`src/rtl/ads131_pkg.sv`:
```
// Shared types and constants for the ADS131 frame receiver.
package ads131_pkg;

    typedef enum logic [2:0] {
        StIdle,
        StArm,
        StReq,
        StWait,
        StDone
    } state_t;

    localparam int unsigned N_CH_DEFAULT   = 8;
    localparam int unsigned BYTES_PER_WORD = 3;
    localparam logic [3:0]  STATUS_SYNC    = 4'hC;

    // One status word followed by one word per channel.
    function automatic int unsigned frame_bytes(input int unsigned n_ch);
        return BYTES_PER_WORD * (n_ch + 1);
    endfunction

endpackage

```
`src/rtl/ads131_drdy_sync.sv`:
```
// DRDY double-flop synchronizer with a one-cycle falling-edge strobe.
module ads131_drdy_sync (
    input  logic I_clk_50M,
    input  logic I_rst_n,
    input  logic I_drdy_n,
    output logic O_drdy_fall
);

    logic drdy_meta_q;
    logic drdy_sync_q;
    logic drdy_prev_q;

    // Flops reset high so a low DRDY during reset is not seen as an edge.
    always_ff @(posedge I_clk_50M or negedge I_rst_n) begin
        if (!I_rst_n) begin
            drdy_meta_q <= 1'b1;
            drdy_sync_q <= 1'b1;
            drdy_prev_q <= 1'b1;
        end else begin
            drdy_meta_q <= I_drdy_n;
            drdy_sync_q <= drdy_meta_q;
            drdy_prev_q <= drdy_sync_q;
        end
    end

    assign O_drdy_fall = drdy_prev_q & ~drdy_sync_q;

endmodule

```
`src/rtl/ads131_frame_rx.sv`:
```
// Reads one status word plus N_CH 24-bit channel words from the SPI byte engine per DRDY.
module ads131_frame_rx
    import ads131_pkg::*;
#(
    parameter int unsigned N_CH       = N_CH_DEFAULT,
    parameter int unsigned RX_TIMEOUT = 1023
) (
    input  logic        I_clk_50M,
    input  logic        I_rst_n,
    input  logic        I_enable,
    input  logic        I_drdy_n,
    output logic        O_spi_en,
    output logic        O_rx_en,
    input  logic        I_rx_done,
    input  logic [7:0]  I_rx_data,
    output logic [23:0] O_status,
    output logic        O_status_valid,
    output logic [23:0] O_ch_data,
    output logic [2:0]  O_ch_idx,
    output logic        O_ch_valid,
    output logic        O_frame_done,
    output logic        O_sync_err,
    output logic        O_timeout,
    output logic        O_overrun,
    input  logic        I_clr_ovr
);

    localparam int unsigned FRAME_BYTES = frame_bytes(N_CH);
    localparam int unsigned CNT_W       = $clog2(FRAME_BYTES);
    localparam int unsigned IDX_W       = $clog2(N_CH + 1);
    localparam int unsigned WAIT_W      = $clog2(RX_TIMEOUT + 1);

    state_t              state_q;
    logic [CNT_W-1:0]    byte_cnt_q;
    logic [1:0]          byte_pos_q;
    logic [IDX_W-1:0]    word_idx_q;
    logic [15:0]         word_sr_q;
    logic [WAIT_W-1:0]   wait_cnt_q;
    logic                drdy_fall;

    ads131_drdy_sync u_drdy_sync (
        .I_clk_50M   (I_clk_50M),
        .I_rst_n     (I_rst_n),
        .I_drdy_n    (I_drdy_n),
        .O_drdy_fall (drdy_fall)
    );

    always_ff @(posedge I_clk_50M or negedge I_rst_n) begin
        if (!I_rst_n) begin
            state_q        <= StIdle;
            byte_cnt_q     <= '0;
            byte_pos_q     <= '0;
            word_idx_q     <= '0;
            word_sr_q      <= '0;
            wait_cnt_q     <= '0;
            O_spi_en       <= 1'b0;
            O_rx_en        <= 1'b0;
            O_status       <= '0;
            O_status_valid <= 1'b0;
            O_ch_data      <= '0;
            O_ch_idx       <= '0;
            O_ch_valid     <= 1'b0;
            O_frame_done   <= 1'b0;
            O_sync_err     <= 1'b0;
            O_timeout      <= 1'b0;
        end else begin
            O_rx_en        <= 1'b0;
            O_status_valid <= 1'b0;
            O_ch_valid     <= 1'b0;
            O_frame_done   <= 1'b0;
            O_sync_err     <= 1'b0;
            O_timeout      <= 1'b0;

            unique case (state_q)
                StIdle: begin
                    if (I_enable) begin
                        state_q    <= StArm;
                        O_spi_en   <= 1'b1;
                        byte_cnt_q <= '0;
                        byte_pos_q <= '0;
                        word_idx_q <= '0;
                    end
                end

                StArm: begin
                    if (drdy_fall) begin
                        state_q <= StReq;
                        O_rx_en <= 1'b1;
                    end
                end

                StReq: begin
                    state_q    <= StWait;
                    wait_cnt_q <= '0;
                end

                StWait: begin
                    if (I_rx_done) begin
                        word_sr_q <= {word_sr_q[7:0], I_rx_data};
                        if (byte_pos_q == 2'd2) begin
                            byte_pos_q <= '0;
                            word_idx_q <= word_idx_q + 1'b1;
                            if (word_idx_q == '0) begin
                                O_status       <= {word_sr_q, I_rx_data};
                                O_status_valid <= 1'b1;
                                O_sync_err     <= (word_sr_q[15:12] != STATUS_SYNC);
                            end else begin
                                O_ch_data    <= {word_sr_q, I_rx_data};
                                O_ch_idx     <= 3'(word_idx_q - 1'b1);
                                O_ch_valid   <= 1'b1;
                                O_frame_done <= (word_idx_q == IDX_W'(N_CH));
                            end
                        end else begin
                            byte_pos_q <= byte_pos_q + 1'b1;
                        end

                        if (byte_cnt_q == CNT_W'(FRAME_BYTES - 1)) begin
                            state_q <= StDone;
                        end else begin
                            byte_cnt_q <= byte_cnt_q + 1'b1;
                            state_q    <= StReq;
                            O_rx_en    <= 1'b1;
                        end
                    end else if (wait_cnt_q == WAIT_W'(RX_TIMEOUT - 1)) begin
                        // Abandon the partial frame; nothing more is strobed for it.
                        O_timeout  <= 1'b1;
                        state_q    <= StArm;
                        byte_cnt_q <= '0;
                        byte_pos_q <= '0;
                        word_idx_q <= '0;
                    end else begin
                        wait_cnt_q <= wait_cnt_q + 1'b1;
                    end
                end

                StDone: begin
                    byte_cnt_q <= '0;
                    byte_pos_q <= '0;
                    word_idx_q <= '0;
                    if (I_enable) begin
                        state_q <= StArm;
                    end else begin
                        state_q  <= StIdle;
                        O_spi_en <= 1'b0;
                    end
                end

                default: begin
                    state_q  <= StIdle;
                    O_spi_en <= 1'b0;
                end
            endcase
        end
    end

    // A DRDY edge that cannot start a frame is recorded; set beats clear.
    always_ff @(posedge I_clk_50M or negedge I_rst_n) begin
        if (!I_rst_n) begin
            O_overrun <= 1'b0;
        end else if (drdy_fall && (state_q != StArm)) begin
            O_overrun <= 1'b1;
        end else if (I_clr_ovr) begin
            O_overrun <= 1'b0;
        end
    end

endmodule

```
`config.mk`:
```
export PLATFORM = sky130hd
export DESIGN_NAME = ads131_frame_rx
export DESIGN_NICKNAME = d
export VERILOG_FILES = /design/src/rtl/ads131_pkg.sv /design/src/rtl/ads131_drdy_sync.sv /design/src/rtl/ads131_frame_rx.sv
export SDC_FILE = /design/constraint.sdc
export NUM_CORES = 1
export LEC_CHECK = 0
export CORE_ASPECT_RATIO = 0.7
export CORE_UTILIZATION = 53
export DETAILED_ROUTE_END_ITERATION = 8
export PLACE_DENSITY = 0.91
export SKIP_LAST_GASP = 1
export SLEW_MARGIN = 5
export SYNTH_ARGS = -nofsm -noshare
export SYNTH_HDL_FRONTEND = slang
export SYNTH_SLANG_ARGS = --single-unit
```
`constraint.sdc`:
```
create_clock -name I_clk_50M -period 2.65 [get_ports I_clk_50M]
set_clock_uncertainty 0.15 [all_clocks]
set_input_delay 0.795 -clock I_clk_50M [delete_from_list [all_inputs] [get_ports I_clk_50M]]
set_output_delay 0.795 -clock I_clk_50M [all_outputs]
set_load 0.05 [all_outputs]
```
==> results.txt, run 1 <==
----------------------------------------------------
[Timing]
  Worst-case headroom to the max-slew limit ... 47.29%
  Worst Hold Margin ... 208.2 ps
  Time the final worst path needs with I/O delays and setup ... 2539 ps
  Transition at the pin with the smallest max-transition slack ... 790.6 ps
  FMAX ... 393.9 MHz
  Setup slack after layout ... 111.3 ps
  Count of endpoints failing setup in the final report ... 0
  Number of hold violations in the final report ... 0
  RSZ-0062 raised after global routing ... false
  Max Slew Vio Count ... 0
  Post-route fraction of the period consumed by the critical path ... 95.80%

[Synthesis]
  Mapped Cells ... 360
  Number of storage elements in the synthesis netlist ... 102
  Leading area contributor after synthesis ... sky130_fd_sc_hd__dfrtp_1
  Total standard cell area after synthesis ... 0.004345 sq mm
  Async SR Flop Fraction ... 100.0%
  Yosys Warn Count ... 0
  Yosys top cell area share ... 57.01%
  Syn_area_per_cell ... 12.07 sq um
  Leading register cell type out of synthesis ... sky130_fd_sc_hd__dfrtp_1
  Unique masters post-synth ... 42
  Top cells by area, synth ... sky130_fd_sc_hd__dfrtp_1 57%, sky130_fd_sc_hd__mux2_4 7.9%, sky130_fd_sc_hd__mux2_2 6.5%
  Nets in the synthesized netlist ... 381
  EDFF count, synth ... 0
  Sequential element share of the synthesized area ... 58.83%

[Floorplanning]
  Cell row count ... 27
  Core footprint ... 0.007905 sq mm
  Initial standard-cell utilization of the core ... 54.97%
  Number of top-level pins ... 73
  Die width ... 110.2 um
  Vertical die dimension ... 77.76 um
  Die Footprint ... 0.008571 sq mm

[Place]
  HPWL after detailed placement ... 6499 um
  Post-place instance area ... 0.005254 sq mm
  Pre-CTS worst setup slack ... -104.5 ps
  Final weighted congestion in routability-driven placement ... 0.8403
  Total of buffers placed on input and output ports ... 72

[Drt]
  DRC Markers ... 0
  DR pass1 iterations ... 4
  WL/cell ... 17.69 um
  Total vias in the final route ... 3086
  Wirelength, routed ... 9696 um
  Remaining number of nets flagged by the antenna check after routing ... 0
  Detailed router's first-iteration violation count ... 199
  Via-per-instance ratio ... 5.631

[Job]
  Max-cap violations ... 0

[Critical path]
  Critical Setup Path Class ... in2reg
  Data required time at the worst endpoint ... 2670 ps
  CP startpoint kind ... input pin
  Critical path arrival ... 2560 ps
  Endpoint type of the worst setup path ... register
  Maximum net fanout on the critical path ... 8

[GRT]
  Tot GR Track Use ... 24.38%
  Pin count of the biggest net entering global routing ... 51
  Total global routing overflow ... 0
  First-pass GRT wire length ... 15570 um
  Antenna violations before repair ... 0
  Vias in the first global route ... 2959

[Pwr]
  Peak supply drop ... 0.7681 mV
  Static Leak ... 2.699 nW
  Total design power ... 6.665 mW
  PwrDens ... 1199 mW/mm^2

[CTS]
  Number of buffers added by the clock tree synthesis step ... 9
  TritonCTS clock tree ... yes
  Num Clock Sinks ... 102
  Cell at the root of the clock tree ... sky130_fd_sc_hd__clkbuf_16
  PostCTS Resize Cnt ... 0
  H-tree depth reported by CTS ... 3
  Max clock buf depth ... 2
  Clk slew on worst S/H paths ... 70 ps
  Clock Latency Late Sink ... 340 ps
  Post-CTS Setup Inserts ... 0
  Hold buffer count at cts ... 0

[Finish]
  Number of inserted filler cells in the final layout ... 522
  Number of antenna cells inserted ... 0
  Area added between synthesis and finish ... 27.96%
  Sequential Area ... 0.002556 sq mm
  Post-route cell area ... 0.005560 sq mm
  Layout cells sized above 1 ... 19.46%
  Multi-input gate area in the final layout ... 0.001665 sq mm
  Total Nets Final ... 463
  Final core area utilization ... 70.34%

[Worst hold path]
  Hold crit path type ... in2async

[Outcome]
  Run status ... completed

----------------------------------------------------
cells in the final DEF (no fill, tap or decap), types with 3 or more instances in the layout:
| master | instances |
|---|---|
| sky130_fd_sc_hd__a21oi_1 | 11 |
| sky130_fd_sc_hd__a31oi_1 | 5 |
| sky130_fd_sc_hd__and2_1 | 4 |
| sky130_fd_sc_hd__and4_1 | 3 |
| sky130_fd_sc_hd__and4b_1 | 3 |
| sky130_fd_sc_hd__buf_12 | 3 |
| sky130_fd_sc_hd__buf_4 | 13 |
| sky130_fd_sc_hd__clkbuf_16 | 9 |
| sky130_fd_sc_hd__clkdlybuf4s50_1 | 71 |
| sky130_fd_sc_hd__dfrtp_1 | 99 |
| sky130_fd_sc_hd__dfstp_2 | 3 |
| sky130_fd_sc_hd__ha_1 | 7 |
| sky130_fd_sc_hd__inv_1 | 10 |
| sky130_fd_sc_hd__mux2_2 | 25 |
| sky130_fd_sc_hd__mux2_4 | 23 |
| sky130_fd_sc_hd__mux2i_1 | 4 |
| sky130_fd_sc_hd__nand2_1 | 66 |
| sky130_fd_sc_hd__nand2b_1 | 3 |
| sky130_fd_sc_hd__nand3_1 | 7 |
| sky130_fd_sc_hd__nand4_1 | 4 |
| sky130_fd_sc_hd__nor2_1 | 15 |
| sky130_fd_sc_hd__nor3_1 | 7 |
| sky130_fd_sc_hd__nor3b_1 | 3 |
| sky130_fd_sc_hd__o21ai_0 | 11 |
| sky130_fd_sc_hd__o31ai_1 | 3 |
| sky130_fd_sc_hd__or4_1 | 3 |
cells in the mapped netlist, drive strengths merged, types with 2 or more instances:
library cell  count
o22ai             2
clkbuf            8
a22oi             2
nor2b             2
and4              3
a2bb2oi           2
and2              4
nand3             7
dfstp             3
inv              10
mux2             48
o31ai             3
nor3              7
a31oi             5
nand2b            3
a21o              2
buf               8
o21ai            11
and4b             3
or4               3
or3               3
mux2i             4
a21oi            11
nand2            66
dfrtp            99
nor2             15
a21boi            2
ha                7
nor3b             3
xnor2             2
nand4             4
area by class of cell:
cell class / count / area share [%]
Timing Repair Buffer: 87 / 15.62
Sequential cell: 102 / 45.97
Clock buffer: 10 / 4.118
Clock inverter: 6 / 1.395
Multi-Input combinational cell: 232 / 29.95
Tap cell: 101 / 2.273
Inverter: 10 / 0.6751
critical path: stages:
cell                              delay, ps
sky130_fd_sc_hd__clkdlybuf4s50_1        510
sky130_fd_sc_hd__buf_4                  140
sky130_fd_sc_hd__and4bb_2               260
sky130_fd_sc_hd__a21oi_1                630
sky130_fd_sc_hd__o21ai_0                230
logic make-up after synthesis:
| logic type | share of synthesized area [%] |
|---|---|
| multiplexers | 15.35 |
| AO/OA/AOI/OAI | 6.104 |
| flip-flops | 58.83 |
| XOR/XNOR | 0.4032 |
| buffers and inverters | 2.879 |
| adder cells (fa/ha/maj) | 2.015 |
| AND/OR/NAND/NOR | 14.43 |
worst paths after layout:
check	depth (start not counted)	start	to	slack, ps
setup / recovery	5	I_rx_done	word_idx_q[1]	110
hold / removal	1	I_rst_n	O_overrun	210
setup reg to reg	6	wait_cnt_q[0]	word_idx_q[1]	160
hold reg to reg	0	u_drdy_sync.drdy_meta_q	u_drdy_sync.drdy_sync_q	210
max in group asynchronous	2	I_rst_n	O_ch_data[12]	1480
min in group I_clk_50M	0	u_drdy_sync.drdy_meta_q	u_drdy_sync.drdy_sync_q	210
per-layer routing:
layer / vias up / global-route usage, % / share of wire [%]
li1: 1415 / - / -
met3: 8 / 5.210 / 5.2
met5: - / 0 / 0
met2: 110 / 39.69 / 51
met4: 0 / 6.974 / 0.99
met1: 1553 / 33.01 / 43
registers in the layout, indices dropped and copies added (netlist names), 2 cells and up:
| signal | flops |
|---|---|
| byte_cnt_q | 5 |
| O_status | 24 |
| word_idx_q | 4 |
| O_ch_data | 24 |
| O_ch_idx | 3 |
| wait_cnt_q | 10 |
| state_q | 3 |
| word_sr_q | 16 |
| byte_pos_q | 2 |
stage by stage:
stage          cells  TNS, ps
3_3_place_gp     532    -2644
2_1_floorplan    360        0
5_1_grt          548        0
6_report         548        0
3_5_place_dp     532    -3842
4_1_cts          548        0
power breakdown:
group | total, mW | leakage (nW) | internal, mW | switching [mW]
Sequential | 2.50 | 1.35 | 2.05 | 0.451
Clock | 1.34 | 0.147 | 0.751 | 0.591
Combinational | 2.83 | 1.20 | 1.07 | 1.76
Total | 6.66 | 2.70 | 3.86 | 2.80
(Power assumes the default switching activity.)
==> inputs of run 2 (changes only) <==
- ABC_CLOCK_PERIOD_IN_PS: unset -> 2650
==> results of run 2 <==
Same layout as run 1: the final DEF is identical, and so are final timing and power.
==> inputs of run 3 (changes only) <==
- GPL_ROUTABILITY_DRIVEN: unset -> 0
==> results of run 3 <==
Same layout as run 1: the final DEF is identical, and so are final timing and power.
